### src/rtl/jt03_mixer_if.sv
// Sample bus between the jt03 sound core / host controls and the stereo mixer.
interface jt03_mixer_if;
  logic [7:0]  psg_A;
  logic [7:0]  psg_B;
  logic [7:0]  psg_C;
  logic [15:0] fm_snd;
  logic        snd_sample;
  logic [7:0]  fm_vol;
  logic [7:0]  psg_vol;
  logic [1:0]  pan_mode;
  logic        overrun_clr;
  logic [15:0] snd_left;
  logic [15:0] snd_right;
  logic        out_valid;
  logic        busy;
  logic        overrun;

  modport master (
    output psg_A, psg_B, psg_C, fm_snd, snd_sample, fm_vol, psg_vol, pan_mode, overrun_clr,
    input  snd_left, snd_right, out_valid, busy, overrun
  );

  modport slave (
    input  psg_A, psg_B, psg_C, fm_snd, snd_sample, fm_vol, psg_vol, pan_mode, overrun_clr,
    output snd_left, snd_right, out_valid, busy, overrun
  );
endinterface

### src/rtl/jt03_mixer.sv
// Stereo mixer for jt03: latches one FM + three PSG samples per strobe edge and
// accumulates them through a single shared multiplier with volume and panning.
module jt03_mixer #(
  parameter int PSG_SHIFT = 6,
  parameter int GAIN_FRAC = 7
) (
  input  logic         clk,
  input  logic         rst,
  jt03_mixer_if.slave  bus
);

  typedef enum logic [2:0] {S_IDLE, S_FM, S_A, S_B, S_C, S_SAT} state_t;

  state_t             state_q, state_d;
  logic               hist_q, hist_d;
  logic [7:0]         psg_a_q, psg_a_d, psg_b_q, psg_b_d, psg_c_q, psg_c_d;
  logic signed [15:0] fm_q, fm_d;
  logic [7:0]         fm_vol_q, fm_vol_d, psg_vol_q, psg_vol_d;
  logic [1:0]         pan_q, pan_d;
  logic signed [26:0] acc_l_q, acc_l_d, acc_r_q, acc_r_d;
  logic [15:0]        left_q, left_d, right_q, right_d;
  logic               valid_q, valid_d;
  logic               overrun_q, overrun_d;

  logic               trig;
  logic [7:0]         psg_sel;
  logic [15:0]        psg_ext;
  logic signed [15:0] src;
  logic [7:0]         vol_sel;
  logic signed [24:0] prod;
  logic signed [26:0] full, half, add_l, add_r;

  function automatic logic [15:0] sat16(input logic signed [26:0] v);
    if (v > 27'sd32767)       return 16'h7fff;
    else if (v < -27'sd32768) return 16'h8000;
    else                      return v[15:0];
  endfunction

  assign trig = bus.snd_sample & ~hist_q;

  // Shared multiplier: operand pair is chosen by the current FSM step.
  always_comb begin
    psg_sel = psg_a_q;
    case (state_q)
      S_B:     psg_sel = psg_b_q;
      S_C:     psg_sel = psg_c_q;
      default: psg_sel = psg_a_q;
    endcase
    psg_ext = {8'd0, psg_sel} << PSG_SHIFT;
    if (state_q == S_FM) begin
      src     = fm_q;
      vol_sel = fm_vol_q;
    end else begin
      src     = $signed(psg_ext);
      vol_sel = psg_vol_q;
    end
    prod = 25'(src) * 25'($signed({1'b0, vol_sel}));
    full = 27'(prod);
    half = full >>> 1;
  end

  // Panning: ABC puts B in the centre, ACB puts C in the centre, mono sends all to both.
  always_comb begin
    add_l = '0;
    add_r = '0;
    case (state_q)
      S_FM: begin add_l = full; add_r = full; end
      S_A: begin
        add_l = full;
        add_r = pan_q[1] ? full : 27'sd0;
      end
      S_B: begin
        if (pan_q[1])       begin add_l = full; add_r = full; end
        else if (pan_q[0])  begin add_r = full; end
        else                begin add_l = half; add_r = half; end
      end
      S_C: begin
        if (pan_q[1])       begin add_l = full; add_r = full; end
        else if (pan_q[0])  begin add_l = half; add_r = half; end
        else                begin add_r = full; end
      end
      default: begin add_l = '0; add_r = '0; end
    endcase
  end

  always_comb begin
    state_d   = state_q;
    hist_d    = bus.snd_sample;
    psg_a_d   = psg_a_q;
    psg_b_d   = psg_b_q;
    psg_c_d   = psg_c_q;
    fm_d      = fm_q;
    fm_vol_d  = fm_vol_q;
    psg_vol_d = psg_vol_q;
    pan_d     = pan_q;
    acc_l_d   = acc_l_q;
    acc_r_d   = acc_r_q;
    left_d    = left_q;
    right_d   = right_q;
    valid_d   = 1'b0;
    overrun_d = overrun_q;

    case (state_q)
      S_IDLE: begin
        if (trig) begin
          psg_a_d   = bus.psg_A;
          psg_b_d   = bus.psg_B;
          psg_c_d   = bus.psg_C;
          fm_d      = $signed(bus.fm_snd);
          fm_vol_d  = bus.fm_vol;
          psg_vol_d = bus.psg_vol;
          pan_d     = bus.pan_mode;
          acc_l_d   = '0;
          acc_r_d   = '0;
          state_d   = S_FM;
        end
      end
      S_FM, S_A, S_B, S_C: begin
        acc_l_d = acc_l_q + add_l;
        acc_r_d = acc_r_q + add_r;
        case (state_q)
          S_FM:    state_d = S_A;
          S_A:     state_d = S_B;
          S_B:     state_d = S_C;
          default: state_d = S_SAT;
        endcase
      end
      S_SAT: begin
        left_d  = sat16(acc_l_q >>> GAIN_FRAC);
        right_d = sat16(acc_r_q >>> GAIN_FRAC);
        valid_d = 1'b1;
        state_d = S_IDLE;
      end
      default: state_d = S_IDLE;
    endcase

    // A new edge while busy is dropped but recorded; it beats a same-cycle clear.
    if (trig && state_q != S_IDLE) overrun_d = 1'b1;
    else if (bus.overrun_clr)      overrun_d = 1'b0;
  end

  always_ff @(posedge clk) begin
    if (rst) begin
      state_q   <= S_IDLE;
      hist_q    <= 1'b1;
      psg_a_q   <= '0;
      psg_b_q   <= '0;
      psg_c_q   <= '0;
      fm_q      <= '0;
      fm_vol_q  <= '0;
      psg_vol_q <= '0;
      pan_q     <= '0;
      acc_l_q   <= '0;
      acc_r_q   <= '0;
      left_q    <= '0;
      right_q   <= '0;
      valid_q   <= 1'b0;
      overrun_q <= 1'b0;
    end else begin
      state_q   <= state_d;
      hist_q    <= hist_d;
      psg_a_q   <= psg_a_d;
      psg_b_q   <= psg_b_d;
      psg_c_q   <= psg_c_d;
      fm_q      <= fm_d;
      fm_vol_q  <= fm_vol_d;
      psg_vol_q <= psg_vol_d;
      pan_q     <= pan_d;
      acc_l_q   <= acc_l_d;
      acc_r_q   <= acc_r_d;
      left_q    <= left_d;
      right_q   <= right_d;
      valid_q   <= valid_d;
      overrun_q <= overrun_d;
    end
  end

  assign bus.snd_left  = left_q;
  assign bus.snd_right = right_q;
  assign bus.out_valid = valid_q;
  assign bus.busy      = (state_q != S_IDLE);
  assign bus.overrun   = overrun_q;

endmodule

### src/flat_wrapper.sv
// flat-port wrapper written by rule: the top's interface ports become plain ports
module jt03_mixer_flat 
#(
  parameter int PSG_SHIFT = 6,
  parameter int GAIN_FRAC = 7
)
  (clk, rst, bus_psg_A, bus_psg_B, bus_psg_C, bus_fm_snd, bus_snd_sample, bus_fm_vol, bus_psg_vol, bus_pan_mode, bus_overrun_clr, bus_snd_left, bus_snd_right, bus_out_valid, bus_busy, bus_overrun);
  jt03_mixer_if bus_i ();
  input  logic clk;
  input  logic rst;
  input wire logic [$bits(bus_i.psg_A)-1:0] bus_psg_A;
  input wire logic [$bits(bus_i.psg_B)-1:0] bus_psg_B;
  input wire logic [$bits(bus_i.psg_C)-1:0] bus_psg_C;
  input wire logic [$bits(bus_i.fm_snd)-1:0] bus_fm_snd;
  input wire logic [$bits(bus_i.snd_sample)-1:0] bus_snd_sample;
  input wire logic [$bits(bus_i.fm_vol)-1:0] bus_fm_vol;
  input wire logic [$bits(bus_i.psg_vol)-1:0] bus_psg_vol;
  input wire logic [$bits(bus_i.pan_mode)-1:0] bus_pan_mode;
  input wire logic [$bits(bus_i.overrun_clr)-1:0] bus_overrun_clr;
  output wire logic [$bits(bus_i.snd_left)-1:0] bus_snd_left;
  output wire logic [$bits(bus_i.snd_right)-1:0] bus_snd_right;
  output wire logic [$bits(bus_i.out_valid)-1:0] bus_out_valid;
  output wire logic [$bits(bus_i.busy)-1:0] bus_busy;
  output wire logic [$bits(bus_i.overrun)-1:0] bus_overrun;
  assign bus_i.psg_A = bus_psg_A;
  assign bus_i.psg_B = bus_psg_B;
  assign bus_i.psg_C = bus_psg_C;
  assign bus_i.fm_snd = bus_fm_snd;
  assign bus_i.snd_sample = bus_snd_sample;
  assign bus_i.fm_vol = bus_fm_vol;
  assign bus_i.psg_vol = bus_psg_vol;
  assign bus_i.pan_mode = bus_pan_mode;
  assign bus_i.overrun_clr = bus_overrun_clr;
  assign bus_snd_left = bus_i.snd_left;
  assign bus_snd_right = bus_i.snd_right;
  assign bus_out_valid = bus_i.out_valid;
  assign bus_busy = bus_i.busy;
  assign bus_overrun = bus_i.overrun;
  jt03_mixer #(.PSG_SHIFT(PSG_SHIFT), .GAIN_FRAC(GAIN_FRAC)) u_core (.clk(clk), .rst(rst), .bus(bus_i));
endmodule
### config.mk
export PLATFORM = sky130hd
export DESIGN_NAME = jt03_mixer_flat
export DESIGN_NICKNAME = d
export VERILOG_FILES = /design/src/rtl/jt03_mixer_if.sv /design/src/rtl/jt03_mixer.sv /design/src/flat_wrapper.sv
export SDC_FILE = /design/constraint.sdc
export NUM_CORES = 1
export LEC_CHECK = 0
export BUFFER_PORTS_ARGS = -buffer_cell sky130_fd_sc_hd__buf_2
export CORE_ASPECT_RATIO = 0.9
export CORE_UTILIZATION = 25
export DETAILED_ROUTE_END_ITERATION = 10
export HOLD_SLACK_MARGIN = 0.02
export PLACE_DENSITY = 0.49
export SETUP_SLACK_MARGIN = 0.05
export SLEW_MARGIN = 40
export SYNTH_ARGS = -nofsm -noshare
export SYNTH_HDL_FRONTEND = slang
export SYNTH_SLANG_ARGS = --single-unit
### constraint.sdc
create_clock -name clk -period 10.1 [get_ports clk]
set_clock_uncertainty 0.05 [all_clocks]
set_input_delay 0.505 -clock clk [delete_from_list [all_inputs] [get_ports clk]]
set_output_delay 0.505 -clock clk [all_outputs]
set_load 0.05 [all_outputs]
==> out/results.env <==
RUN_STATUS='complete, no violations'
POSTCTSSETUPBUFFERS=0
SEQ_PWR_SHARE_PCT=37.5
TIMING.CRITICAL_PATH.FROM='u_core.state_q[1]$_SDFFE_PP0P_'
FINAL_TNS_SETUP_PS=0
DETAIL_ROUTE.WL_PER_CELL_UM=16.4
NUM_VIAS=12326
CTS_RESIZED=0
CELL_INTERNAL_PWR_mW=1.09
MET3WIRELENGTH_UM=1720
ROWS=81
WL_MET1_UM=20000
LIBRARY_CELL_CONTRIBUTING_THE_LARGEST_SINGLE_DELAY_ON_THE_CRITICAL_PATH='sky130_fd_sc_hd__dfxtp_1'
CTS.SINK_COUNT=150
LAYOUT.CORE_UTILIZATION_PCT=28.6
DIE_W_UM=249
DRT-INITIAL-DRC-COUNT=710
FIRST_GLOBAL_VIAS=11980
FINAL.PERIOD_UTILIZATION_PCT=91.6
CRITPATHMAXSTAGEDELAY_PS=840
MIN-DELAY-PATH-CLASS='input port to flop'
FIN_AREA_UM2=15500
NETSWITCHINGFRACTION_PCT=36.3
WORST-SLEW-PIN-TRANSITION_PS=879
DRT-VIAS-PER-INSTANCE=4.92
WL_MET2_UM=18700
FLOORPLAN.INITIALDENSITY_PCT=25.3
SHARE_CLK_OF_TOTAL_POWER_PCT=37.6
PLACE_HPWL_UM=32000
P_SW_uW=620
PERIOD_MINUS_SLACK_PS=9250
TRITONCTS_CLOCK_TREE='built'
FINAL-SETUP-VIOL-COUNT=0
DIE_HEIGHT_UM=224
WORSTSETUPPATHTYPE='flop to flop'
ANTENNA_FOUND_INITIAL=1
TYPE_OF_ELEMENT_LAUNCHING_THE_CRITICAL_PATH='flop'
POSTSYNTHREGISTERBITS=150
FINAL_COMMON_CELL='sky130_fd_sc_hd__nand2_1'
ANTENNA_VIOLATING_NETS_POST_ROUTE=0
DETAILED_PLACE.AREA_UM2=14900
IOPINCOUNT=97
SYNTH_SEQUENTIAL_AREA_RATIO_PCT=21.8
PLACEMENT.IO_BUFFERS=96
WORSTREG2REGEND='u_core.acc_l_q[26]$_SDFFE_PP0P_'
GP_ROUTABILITY_CONGESTION=0.881
POST_ROUTE_CELLS_DRIVE_ABOVE_1_SHARE_PCT=9.72
ROUTED.TOP_LAYER='met4'
DRT-PASS1-ITER-COUNT=6
CORE_AREA_UM2=54300
WORST_EP_ARRIVAL_TIME_PS=9600
SYNTH.YOSYS.WARNINGS=0
MOSTFREQUENTLAYOUTCELLS='273 x sky130_fd_sc_hd__nand2_1, 186 x sky130_fd_sc_hd__inv_1, 181 x sky130_fd_sc_hd__a21oi_1'
WORSTSETUPENDPOINTTYPE='flop'
REG2REG_SETUP_SLACK_PS=850
SYNTH.NET_COUNT=2009
DIE_AREA_UM2=55900
POWER-PER-CELL-AREA_nW_PER_UM2=110
GRT_START_MAX_NET_PINS=78
CRIT_REQUIRED_PS=10450
HOLD_BUF_CTS=0
SYNTH.DISTINCT_CELLS=76
POSTROUTEWIRELENGTH_UM=41100
CTS_ROOT_BUFFER='sky130_fd_sc_hd__clkbuf_16'
SYN-INSTANCE-COUNT=1741
HTREE_NUM_LEVELS=4
AVGSYNTHCELLAREA_UM2=7.89
RR_WORST_DEPTH=33
WORST_SLEW_MARGIN_REL_PCT=41.1
FINISH.NET_COUNT=2058
GRT_USE_TOTAL_PCT=14.9
COMB_POWER_SHARE_PCT=24.9
MAX-VDD-IR-DROP_mV=0.132
CLK_PIN_SLEW_WORST_PATHS_PS=70
SYNTHTOLAYOUTAREAGROWTH_PCT=12.9
RSZ0062_AT_GRT='false'
CLK_LATENCY_PS=470
TOTAL_LEAKAGE_POWER_nW=7.22
CTS_MADE_BUFFERS=17
DRV_CAP=0
WORST_PATH_MAX_FANOUT=18
MAXSLEWVIOLCOUNT=0
DETAIL_ROUTE.DRC_VIOLATIONS=0
CTS_MAX_PATH_BUFFERS=2
CRIT-REG2REG-LAUNCH='u_core.state_q[1]$_SDFFE_PP0P_'
NETLIST_AREA_UM2=13700
WORST_PATH_MOST_REPEATED_CELL='sky130_fd_sc_hd__a21oi_1'
ENDPOINT='u_core.acc_l_q[26]$_SDFFE_PP0P_'
HOLD_VIOL=0
GLOBAL_ROUTE.OVERFLOW_TOTAL=0
SYNTH_ENABLE_FLOP_CELLS=0
ASYNC_RESET_FF_SHARE_PCT=0
YOSYS_MOST_USED_DFF='sky130_fd_sc_hd__dfxtp_1'
GRT_PASS1_WL_UM=65700
MAXCLOCKFREQUENCY_GHz=0.108
[cell type report]
type                    instances  area, µm²
multi-input cells            1324       9760
well taps                     705        882
flip-flops and latches        150       3000
fillers                      5945      38800
clock buffers                  22        464
diodes                          1       2.50
inverters                     187        702
repair buffers                110        612
clock inverters                 8        101
[per-layer routing]
metal / vias to the layer above / track usage (%)
met3: 46 / 2.62
met2: 251 / 23.8
met1: 5970 / 20.3
met5: - / 0
met4: 0 / 4.72
li1: 6059 / -
[kinds of logic after synthesis]
| group | synth area share, % |
|---|---|
| xor gates and xnor gates | 4.33 |
| buffers and inverters | 7.44 |
| adders and majority gates | 24.4 |
| DFF | 21.8 |
| and+or+nand+nor | 17.8 |
| muxes | 1.58 |
| AOI/OAI and AO/OA | 22.6 |
[power groups by stage]
stage	Sequential (mW)	Clock, mW	Combinational [mW]
5_1_grt	0.643	0.681	0.465
6_report	0.641	0.644	0.425
2_1_floorplan	0.630	0	0.288
4_1_cts	0.640	0.666	0.427
3_3_place_gp	0.653	0	0.415
3_5_place_dp	0.653	0	0.426
[cells in the mapped netlist, drive strengths merged (11+ instances only)]
cell type | count | area share, %
inv | 187 | 5.1
nand2 | 273 | 7.5
o22ai | 19 | 0.86
nor3 | 11 | 0.44
ha | 102 | 9.3
nand2b | 13 | 0.59
dfxtp | 150 | 22
a221oi | 14 | 0.89
xnor2 | 33 | 2.1
mux2i | 15 | 1.1
a21oi | 183 | 6.7
o21ai | 100 | 3.7
a21o | 45 | 2.5
o21a | 12 | 0.66
nor2b | 23 | 1.0
buf | 16 | 0.51
fa | 104 | 15
clkbuf | 64 | 1.8
and2 | 14 | 0.64
a22oi | 37 | 2.0
nand3 | 32 | 1.2
and3 | 41 | 1.9
xor2 | 35 | 2.2
nor2 | 87 | 2.4
[worst max-delay path: cells and delay by family (launching register included)]
kind	cells	cell delay (ps)
DFF	1	840
buffers and inverters	5	670
and+or+nand+nor	5	1090
adders and majority gates	6	2810
xor gates and xnor gates	1	500
AOI/OAI and AO/OA	16	3210
[flip-flops by register name, indices dropped and copies added (netlist names)]
| name | flops |
|---|---|
| u_core.psg_c_q | 8 |
| u_core.psg_b_q | 8 |
| u_core.bus.snd_right | 16 |
| u_core.fm_q | 16 |
| u_core.fm_vol_q | 8 |
| u_core.psg_a_q | 8 |
| u_core.bus.out_valid | 1 |
| u_core.pan_q | 2 |
| u_core.acc_r_q | 27 |
| u_core.hist_q | 1 |
| u_core.bus.overrun | 1 |
| u_core.acc_l_q | 27 |
| u_core.state_q | 3 |
| u_core.psg_vol_q | 8 |
| u_core.bus.snd_left | 16 |
[worst min path at each step]
stage,from,endpoint,slack (ps),depth (start not counted)
after global routing,bus_snd_sample,u_core.hist_q$_SDFF_PP1_,180,2
after CTS,bus_snd_sample,u_core.hist_q$_SDFF_PP1_,170,2
after floorplan,u_core.psg_vol_q[0]$_SDFFE_PP0P_,u_core.psg_vol_q[0]$_SDFFE_PP0P_,380,2
after global placement,u_core.bus.snd_right[14]$_SDFFE_PP0P_,u_core.bus.snd_right[14]$_SDFFE_PP0P_,390,2
after detailed placement,u_core.bus.snd_right[0]$_SDFFE_PP0P_,u_core.bus.snd_right[0]$_SDFFE_PP0P_,390,2
final,bus_snd_sample,u_core.hist_q$_SDFF_PP1_,190,2
[per-stage QoR]
| stage | hold slack (ps) | power, mW | cells | setup slack [ps] |
|---|---|---|---|---|
| after global routing | 177 | 1.79 | 2506 | 274 |
| final | 195 | 1.71 | 2507 | 851 |
| after floorplan | 384 | 0.918 | 1741 | 2200 |
| after detailed placement | 391 | 1.08 | 2476 | 926 |
| after global placement | 390 | 1.07 | 2475 | 1000 |
| after CTS | 165 | 1.73 | 2506 | 867 |
Power figures use the tool's default switching activity.
